File: src/rtl/iceif_read_master.sv
// iceif_read_master: initiator on the ICE register bus.
// Accepts single or burst read requests, drives ICEIFA, waits a fixed
// settle time, samples the combinational ICEDO return and hands each word
// out on a valid/ready response port.
module iceif_read_master #(
    parameter int WAIT_CYC  = 2,   // ICEIFA-stable cycles before ICEDO is sampled (1..15)
    parameter int ADDR_STEP = 4    // byte increment between burst beats
) (
    input  logic        CLK,
    input  logic        RESET,
    input  logic        REQ_VALID,
    output logic        REQ_READY,
    input  logic [31:0] REQ_ADDR,
    input  logic [3:0]  REQ_LEN,
    output logic [31:0] ICEIFA,
    input  logic [31:0] ICEDO,
    output logic        RSP_VALID,
    input  logic        RSP_READY,
    output logic [31:0] RSP_DATA,
    output logic        RSP_LAST,
    output logic        BUSY
);

    typedef enum logic [1:0] {
        IDLE = 2'd0,
        ADDR = 2'd1,
        RESP = 2'd2
    } state_t;

    // Wait counter counts down to zero; the sample happens on the zero cycle,
    // so loading WAIT_CYC-1 gives exactly WAIT_CYC cycles of stable address.
    localparam logic [3:0]  WAIT_LOAD = 4'(WAIT_CYC - 1);
    localparam logic [31:0] STEP      = 32'(ADDR_STEP);

    state_t      state;
    state_t      state_nxt;
    logic [3:0]  wait_cnt;
    logic [3:0]  beat_cnt;
    logic        accept;
    logic        sample;
    logic        rsp_fire;

    // State register; reset forces IDLE at once, without waiting for a clock.
    always_ff @(posedge CLK or posedge RESET) begin
        if (RESET) begin
            state <= IDLE;
        end else begin
            state <= state_nxt;
        end
    end

    // Next-state decode plus the per-cycle events that steer the datapath.
    always_comb begin
        state_nxt = state;
        REQ_READY = 1'b0;
        BUSY      = 1'b1;
        accept    = 1'b0;
        sample    = 1'b0;
        rsp_fire  = 1'b0;
        case (state)
            IDLE: begin
                REQ_READY = 1'b1;
                BUSY      = 1'b0;
                if (REQ_VALID) begin
                    accept    = 1'b1;
                    state_nxt = ADDR;
                end
            end
            ADDR: begin
                if (wait_cnt == 4'd0) begin
                    sample    = 1'b1;
                    state_nxt = RESP;
                end
            end
            RESP: begin
                if (RSP_VALID && RSP_READY) begin
                    rsp_fire  = 1'b1;
                    state_nxt = RSP_LAST ? IDLE : ADDR;
                end
            end
            default: begin
                state_nxt = IDLE;
            end
        endcase
    end

    // Bus address: loaded on accept, stepped on a non-final handshake,
    // parked at 0 (no responder selected) after the final handshake.
    always_ff @(posedge CLK or posedge RESET) begin
        if (RESET) begin
            ICEIFA <= 32'h0000_0000;
        end else if (accept) begin
            ICEIFA <= REQ_ADDR;
        end else if (rsp_fire) begin
            if (RSP_LAST) begin
                ICEIFA <= 32'h0000_0000;
            end else begin
                ICEIFA <= ICEIFA + STEP;   // wraps modulo 2^32
            end
        end
    end

    // Settle-time and remaining-beat counters.
    always_ff @(posedge CLK or posedge RESET) begin
        if (RESET) begin
            wait_cnt <= 4'd0;
            beat_cnt <= 4'd0;
        end else if (accept) begin
            wait_cnt <= WAIT_LOAD;
            beat_cnt <= REQ_LEN;
        end else if (rsp_fire) begin
            wait_cnt <= WAIT_LOAD;
            beat_cnt <= beat_cnt - 4'd1;
        end else if (state == ADDR && !sample) begin
            wait_cnt <= wait_cnt - 4'd1;
        end
    end

    // Response holding register: captured at the sample edge, held under
    // backpressure, released by the handshake.
    always_ff @(posedge CLK or posedge RESET) begin
        if (RESET) begin
            RSP_VALID <= 1'b0;
            RSP_DATA  <= 32'h0000_0000;
            RSP_LAST  <= 1'b0;
        end else if (sample) begin
            RSP_VALID <= 1'b1;
            RSP_DATA  <= ICEDO;
            RSP_LAST  <= (beat_cnt == 4'd0);
        end else if (rsp_fire) begin
            RSP_VALID <= 1'b0;
        end
    end

endmodule

File: config.mk
export PLATFORM = sky130hd
export DESIGN_NAME = iceif_read_master
export DESIGN_NICKNAME = d
export VERILOG_FILES = /design/src/rtl/iceif_read_master.sv
export SDC_FILE = /design/constraint.sdc
export NUM_CORES = 1
export LEC_CHECK = 0
export CAP_MARGIN = 15
export CORE_MARGIN = 2
export CORE_UTILIZATION = 25
export DETAILED_ROUTE_END_ITERATION = 10
export GPL_TIMING_DRIVEN = 1
export SETUP_SLACK_MARGIN = 0.4
export SYNTH_ARGS = -nofsm -noshare
export SYNTH_HDL_FRONTEND = slang
export SYNTH_SLANG_ARGS = --single-unit
export TNS_END_PERCENT = 5
File: constraint.sdc
create_clock -name CLK -period 5.7 [get_ports CLK]
set_input_delay 0.57 -clock CLK [delete_from_list [all_inputs] [get_ports CLK]]
set_output_delay 0.57 -clock CLK [all_outputs]
set_load 0.005 [all_outputs]
# Yosys cells after proc, flatten, opt, wreduce, memory -nomap -nowiden

Index checks and enable logic that the tools add are counted.

Add/subtract/negate cells: 3
Equal/unequal tests: 5
Mux-type cells: 23
Reductions and logical operators: 10

Operator list:

| kind                  | number |
|---|---|
| $mux 32               | 3 |
| $add 32x3->32 const B | 1 |
| $mux 4                | 5 |
| $mux 1                | 11 |
| $logic_not 4->1       | 2 |
| $sub 4x1->4 const B   | 2 |
| $mux 2                | 3 |
| $ne 2x2->1 const B    | 3 |
| $pmux 2 s3            | 1 |
| $reduce_bool 2->1     | 2 |
| $reduce_and 3->1      | 1 |
| $reduce_bool 3->1     | 1 |
| $eq 2x1->1 const B    | 1 |
| $eq 2x2->1 const B    | 1 |
| $logic_and 1x1->1     | 2 |
| $logic_not 2->1       | 1 |
| $logic_not 1->1       | 1 |

Bits in registers: 76
Input bits: 72
Output and inout port bits: 68
Logic and storage cells: 48

# Logic depth before layout (Yosys ltp)

Depth after elaboration: 8
Gate-level depth with buffers: 8
Gate-level depth less buffers: 7

# Least setup slack after synthesis

No wires, ideal clock.

Path type: register -> register
Start: reg wait_cnt[0]
End: reg RSP_DATA[10]
Setup time: 125 ps
Arrival time: 1812 ps
Required time: 5575 ps
Setup slack: 3764 ps
Stages on the path, launching flop included: 8
Path buffers: 2
Clock period less this slack: 1936 ps
Path through: dfrtp_1 > inv_1 > ha_1 > nor3b_1 > nand3b_1 > clkbuf_1 > buf_1 > mux2_2

Longest elaborated chain between the ends: 3

RTL lines:

| item                   | line | text |
|---|---|---|
| from (decl)            | 37   | `logic [3:0] wait_cnt;` |
| from (signal assigned) | 115  | `wait_cnt <= wait_cnt - 4'd1;` |
| $logic_not 4->1        | 70   | `if (wait_cnt == 4'd0) begin` |
| $mux 1                 | 70   |  |
| $mux 1                 | 60   | `case (state)` |
| to (signal assigned)   | 124  | `RSP_DATA <= 32'h0000_0000;` |
| to (signal assigned)   | 128  | `RSP_DATA <= ICEDO;` |
| to (decl)              | 19   | `output logic [31:0] RSP_DATA,` |

Every way passes these cells.
A chain may end at the register's enable or synchronous reset.

# Worst setup path after layout

Start: in REQ_VALID
End: reg ICEIFA[24]

Longest elaborated chain between the ends: 3
Elaborated cells on any way between the ends: 4
Those cells by class: 3 x mux; 1 x reduce/logical

RTL lines:

| item                                         | line | text |
|---|---|---|
| from (decl)                                  | 11   | `input logic REQ_VALID,` |
| $mux 1 (*)                                   | 64   | `if (REQ_VALID) begin` |
| $mux 1 (*)                                   | 60   |  |
| $mux 32 or $reduce_bool 2->1 (tied branches) | n/a  |  |
| to (signal assigned)                         | 98   | `ICEIFA <= ICEIFA + STEP;` |
| to (decl)                                    | 15   | `output logic [31:0] ICEIFA,` |

Every way passes the cells marked *; elsewhere a longest branch is shown, timed or not.

==> reports/qor.log <==
[clock_tree] number of clock sinks seen by CTS 76
[cells_and_area] total inserted antenna cells 0
[sta] RSZ-0062 raised after global routing false
[sta] Max Transition Viols Final 0
[sta] minimum clock period 2.57 ns
[synth] post-synth design cell area 3740 sq um
[route] post-DR wirelength/cell 15.6 um
[cells_and_area] Layout fillers 1411
[synth] Seq/Total Area, Yosys 50.9%
[cells_and_area] commonest non-fill, non-tap cell in the layout sky130_fd_sc_hd__clkdlybuf4s50_1
[floorplan] starting density of the core 25.6%
[route] DRC 0
[critical_path] stage delay of the slowest cell on the critical path 0.76 ns
[cells_and_area] number of cells in the finished layout apart from fillers 679
[synth] post-synthesis sequential element count 76
[sta] Peak Freq 389 MHz
[place] placed wire-length estimate 7580 um
[floorplan] area of the placeable core 14600 sq um
[synth] count of flip-flops with a built-in enable after synthesis 0
[synth] mean instance size in the synthesized netlist 10.6 sq um
[sta] Worst Skew 0.00754 ns
[clock_tree] clock tree from TritonCTS built
[synth] most instantiated flip-flop cell in the synthesis netlist sky130_fd_sc_hd__dfrtp_1
[route] drt first pass iters 4
[global_routing] first-pass GRT wire length 17000 um
[place] dpl cells 663
[sta] slew at the pin closest to its max-slew limit 1.00 ns
[status] run status complete, no violations
[cells_and_area] number of nets in the layout 566
[global_routing] initial antenna violation count 0
[power_and_ir_drop] IR Drop Worst-Case VDD 0.227 mV
[route] number of vias in the routed layout 3213
[clock_tree] CTS H-tree lvls 3
[floorplan] I/O pin total 140
[route] Routed Wire Length 10600 um
[place] Final Wtd Congestion 0.787
[clock_tree] post-CTS repair timing setup buffer count 0
[hold_path] Min-Delay Path Class reg -> reg
[critical_path] startpoint-to-endpoint class of the critical path in -> reg
[floorplan] full die area 15900 sq um
[sta] worst slew margin relative to its limit 33.2%
[clock_tree] number of buffers created by CTS 9
[floorplan] die outline height 126 um
[sta] setup TNS 0 ns
[synth] Unique masters post-synth 51
[route] detailed-route vias per instance 4.73
[clock_tree] clock tree root buffer cell sky130_fd_sc_hd__clkbuf_16
[global_routing] global router's overall resource usage 13.7%
[sta] Final Hold Violating Endpoints 0
[clock_tree] CTS hold repair buffers 0
[synth] cell count after synthesis 353
[global_routing] via count of the first global-routing pass 3263
[power_and_ir_drop] cell leakage power 0.00222 uW
[floorplan] die extent in x 126 um
[cells_and_area] Syn-to-layout area delta 49.3%
[critical_path] Slowest-stage cell, CP sky130_fd_sc_hd__nor3b_2
[place] input/output buffers 139
[global_routing] grt total ovfl 0
[critical_path] critical path data arrival time 2.80 ns
[floorplan] count of standard-cell rows 44
[sta] final clock period utilization by the worst path 45.1%
[power_and_ir_drop] total power density per cell area 506 nW/um^2
[sta] number of setup violations in the final report 0
[critical_path] type of element launching the critical path input port
[synth] synth warn 0
[critical_path] endpoint kind of the worst setup timing path flop
[critical_path] cells along the critical path clkdlybuf4s50_1 -> nor3b_2 -> buf_4 -> nor2_1 -> nand2_1 -> mux2i_1 -> a221o_1
[synth] syn_nets 429
[clock_tree] post-cts sizing count 0
[global_routing] largest net degree at the start of global routing 77
[critical_path] CP required 5.93 ns
[route] antenna-violating nets left 0
[route] Iteration-0 DRC Markers 191
[cells_and_area] leading cell types in the layout, fill and taps excluded sky130_fd_sc_hd__clkdlybuf4s50_1, sky130_fd_sc_hd__dfrtp_1, sky130_fd_sc_hd__nand2_1, sky130_fd_sc_hd__mux2_2, sky130_fd_sc_hd__o21ai_0
[clock_tree] number of buffers on the longest clock path 2
[cells_and_area] layout cell share with drive strength beyond 1 12.3%
[critical_path] largest fanout on the critical path 28
[synth] proportion of synthesized flip-flops having asynchronous set or reset 100%
[run] MaxCap Viol Count 0
[clock_tree] worst-skew pair later-pin latency 0.34 ns
[clock_tree] clock edge transition at the registers on the reported setup and hold paths 0.06 ns
==> cells by family (layout without fill, tap and decap cells) <==
family / Yosys count / after routing / synth area share, %
fa+ha+maj: 4 / 4 / 1.34
compound gates: 62 / 62 / 10.8
buf+inv: 27 / 169 / 2.98
flops: 76 / 76 / 50.9
mux: 36 / 36 / 10.7
xor+xnor: 21 / 21 / 4.92
simple gates: 127 / 127 / 18.3
==> layer usage <==
metal  vias up  wire length, um  part of all wire, %  track usage, %
li1       1541                -                    -               -
met1      1577             4660                   44            16.6
met2        86             5270                   50            23.0
met3         9              499                  4.7            3.87
met4         0              172                  1.6            5.37
met5         -                0                    0               0
==> area by class of cell <==
cell class / instances / area, sq um / share of cell area [%]
Clock inverter: 2 / 10.0 / 0.179
Timing Repair Buffer: 142 / 1410 / 25.3
Sequential cell: 76 / 1900 / 34.1
Multi-Input combinational cell: 250 / 1730 / 31.0
Tap cell: 184 / 230 / 4.12
Inverter: 11 / 42.5 / 0.762
Clock buffer: 14 / 254 / 4.55
==> per-stage QoR <==
stage	instance area, sq um	hold slack, ns	utilization, %	power, uW	setup slack, ns
CTS	5580	0.481	38.3	2870	3.13
global route	5580	0.502	38.3	3040	2.87
detailed placement	5320	0.474	36.5	2330	2.77
global placement	5320	0.476	36.5	2290	2.81
finish	5580	0.483	38.3	2830	3.13
floorplan	3740	0.451	-	1630	3.19
==> path summary, 6_finish.rpt <==
kind | start | endpoint | slack (ns) | cells past startpoint
hold reg to reg | beat_cnt[3] | RSP_LAST | 0.48 | 1
min in group asynchronous | RESET | ICEIFA[12] | 0.88 | 3
max in group asynchronous | RESET | RSP_DATA[21] | 4.19 | 3
setup reg to reg | state[1] | ICEIFA[24] | 3.37 | 6
hold / removal | beat_cnt[3] | RSP_LAST | 0.48 | 1
setup / recovery | REQ_VALID | ICEIFA[24] | 3.13 | 7
==> cells in the mapped netlist (2+ instances only) <==
library cell,number,area share [%]
sky130_fd_sc_hd__a211oi_2,2,0.67
sky130_fd_sc_hd__a21oi_1,9,1.2
sky130_fd_sc_hd__a221o_1,3,0.80
sky130_fd_sc_hd__a22o_1,4,0.94
sky130_fd_sc_hd__a22oi_1,2,0.40
sky130_fd_sc_hd__a31oi_1,5,0.84
sky130_fd_sc_hd__and3_1,2,0.33
sky130_fd_sc_hd__buf_2,8,1.1
sky130_fd_sc_hd__clkbuf_1,7,0.70
sky130_fd_sc_hd__dfrtp_1,76,51
sky130_fd_sc_hd__ha_1,4,1.3
sky130_fd_sc_hd__inv_1,11,1.1
sky130_fd_sc_hd__mux2_2,33,9.9
sky130_fd_sc_hd__mux2i_1,3,0.80
sky130_fd_sc_hd__nand2_1,47,4.7
sky130_fd_sc_hd__nand2b_1,3,0.50
sky130_fd_sc_hd__nand3_1,15,2.0
sky130_fd_sc_hd__nand3b_1,3,0.60
sky130_fd_sc_hd__nand4_1,10,1.7
sky130_fd_sc_hd__nand4b_1,3,0.70
sky130_fd_sc_hd__nor2_1,21,2.1
sky130_fd_sc_hd__nor3_1,2,0.27
sky130_fd_sc_hd__nor3b_1,4,0.80
sky130_fd_sc_hd__nor4_1,3,0.50
sky130_fd_sc_hd__o21a_1,2,0.40
sky130_fd_sc_hd__o21ai_0,23,3.1
sky130_fd_sc_hd__o21ai_1,2,0.27
sky130_fd_sc_hd__o311ai_0,2,0.47
sky130_fd_sc_hd__or3_1,2,0.33
sky130_fd_sc_hd__or4_1,2,0.40
sky130_fd_sc_hd__xnor2_1,10,2.3
sky130_fd_sc_hd__xor2_1,11,2.6
==> flip-flops by register name (all words and copies together) (netlist names) <==
signal     count
ICEIFA        32
beat_cnt       4
RSP_VALID      1
state          2
wait_cnt       4
RSP_DATA      32
RSP_LAST       1
==> critical path, delay by kind of cell <==
family	cells	cell delay (ns)
mux	1	0.06
buf+inv	2	0.93
compound gates	1	0.25
simple gates	3	0.97
==> report_power, final <==
part | switching [uW] | leakage, uW | internal [uW] | total, uW
Combinational | 454 | 0.00119 | 757 | 1210
Sequential | 287 | 0.000901 | 807 | 1090
Clock | 215 | 0.000131 | 306 | 521
Total | 956 | 0.00222 | 1870 | 2830
Power figures use the tool's default switching activity.
==> variant (same settings) <==
Make the reset (`RESET`) synchronous in 4 clocked blocks.
--- a/src/rtl/iceif_read_master.sv
+++ b/src/rtl/iceif_read_master.sv
@@ -41,7 +41,7 @@
     logic        rsp_fire;
 
     // State register; reset forces IDLE at once, without waiting for a clock.
-    always_ff @(posedge CLK or posedge RESET) begin
+    always_ff @(posedge CLK) begin
         if (RESET) begin
             state <= IDLE;
         end else begin
@@ -86,7 +86,7 @@
 
     // Bus address: loaded on accept, stepped on a non-final handshake,
     // parked at 0 (no responder selected) after the final handshake.
-    always_ff @(posedge CLK or posedge RESET) begin
+    always_ff @(posedge CLK) begin
         if (RESET) begin
             ICEIFA <= 32'h0000_0000;
         end else if (accept) begin
@@ -101,7 +101,7 @@
     end
 
     // Settle-time and remaining-beat counters.
-    always_ff @(posedge CLK or posedge RESET) begin
+    always_ff @(posedge CLK) begin
         if (RESET) begin
             wait_cnt <= 4'd0;
             beat_cnt <= 4'd0;
@@ -118,7 +118,7 @@
 
     // Response holding register: captured at the sample edge, held under
     // backpressure, released by the handshake.
-    always_ff @(posedge CLK or posedge RESET) begin
+    always_ff @(posedge CLK) begin
         if (RESET) begin
             RSP_VALID <= 1'b0;
             RSP_DATA  <= 32'h0000_0000;
Formal check against the unedited RTL: differs if RESET is asserted again (counterexample within 4 cycles, from zero or initial values and one cycle with RESET high); with RESET held inactive, the same outputs for 10 cycles.
==> variant against the original RTL <==
- hold slack worse by 0.031 ns
- worst setup slack got worse by 0.069 ns
- cell area is 3.1% lower
- first-iteration DRC count down 30%
- register-to-register slack worse by 0.10 ns
- area after synthesis fell by 5.2%
- sequential cell count did not move
- routed wire length up 3.7%
- critical endpoint is now ICEIFA[11]
- largest cell class is now multi-input combinational cells
- highest routed layer unchanged
Power is not compared: it rests on default switching activity, and its combinational part moved more than twofold at a synthesized area within 25%.
==> variant: results (changes against the original RTL) <==
- Via density: 4.79 (was 4.73)
- Core Util, Final: 0.390 (was 0.383)
- Seq/total area: 0.281 (was 0.341)
- Top cells by area, synth: dfxtp_1, nand2_1, a21oi_1 (was dfrtp_1, mux2_2, nand2_1)
- Gpl congestion: 0.803 (was 0.787)
- Dpl cells: 743 (was 663)
- Min Hold Slack: 0.451 ns (was 0.483 ns)
- Ys flop type: dfxtp_1 (was dfrtp_1)
- DR WL/cell: 14.5 um (was 15.6 um)
- Mean Syn Cell Area: 7.90 um^2 (was 10.6 um^2)
- Met1 usage: 0.182 (was 0.166)
- Crit path max fanout: 17 (was 28)
- Non-CTS buffers: 144 (was 142)
- Run status: completed (unchanged)
- R2r setup slk: 3.27 ns (was 3.37 ns)
- Clock buf/inv share: 0.0587 (was 0.0473)
- Hold Crit Endpoint: RSP_DATA[26] (was RSP_LAST)
- Setup Skew: 0.00880 ns (was 0.00754 ns)
- Final nets: 650 (was 566)
- Hold path start: RSP_DATA[26] (was beat_cnt[3])
- Critical Path AT: 2.83 ns (was 2.80 ns)
- Top post-synthesis cells by count: nand2_1, dfxtp_1, a21oi_1, clkbuf_1, nor2_1 (was dfrtp_1, nand2_1, mux2_2, o21ai_0, nor2_1)
- Worst R2R Path Depth: 5 (was 6)
- Vias in the first global route: 3,468 (was 3,263)
- Sequential fraction of the synthesis area: 0.429 (was 0.509)
- Hold Path Stages: 2 (was 1)
- Layout cell share with drive strength beyond 1: 0.0500 (was 0.123)
-- variant: cell count changes in the layout (fill, tap and decap cells not counted), moves of 11 or more --
cell / change
mux2_2: -33
nand2_1: +60
o21ai_0: -13
nor3_1: +11
dfrtp_1: -76
dfxtp_1: +76
a21oi_1: +40
-- variant: kinds of logic (layout without fill, tap and decap cells) --
group | after synthesis | count (layout) | share of synthesized area
mux | 2 | 2 | 0.00565
simple gates | 211 | 211 | 0.300
flops | 76 | 76 | 0.429
compound gates | 99 | 99 | 0.164
xor+xnor | 20 | 20 | 0.0494
buf+inv | 38 | 169 | 0.0420
fa+ha+maj | 3 | 3 | 0.0106
-- variant: critical path, cell delays in order --
cell             delay (ns)
clkdlybuf4s50_1        0.52
nand4b_1               0.59
nand2_1                0.62
o21ai_0                0.18
a221oi_1               0.29
nor2_1                 0.06
-- variant: where the power goes --
part,switching (mW),internal (mW),total (mW)
sequential,0.0555,0.578,0.634
combinational,0.129,0.170,0.299
clock,0.219,0.393,0.612
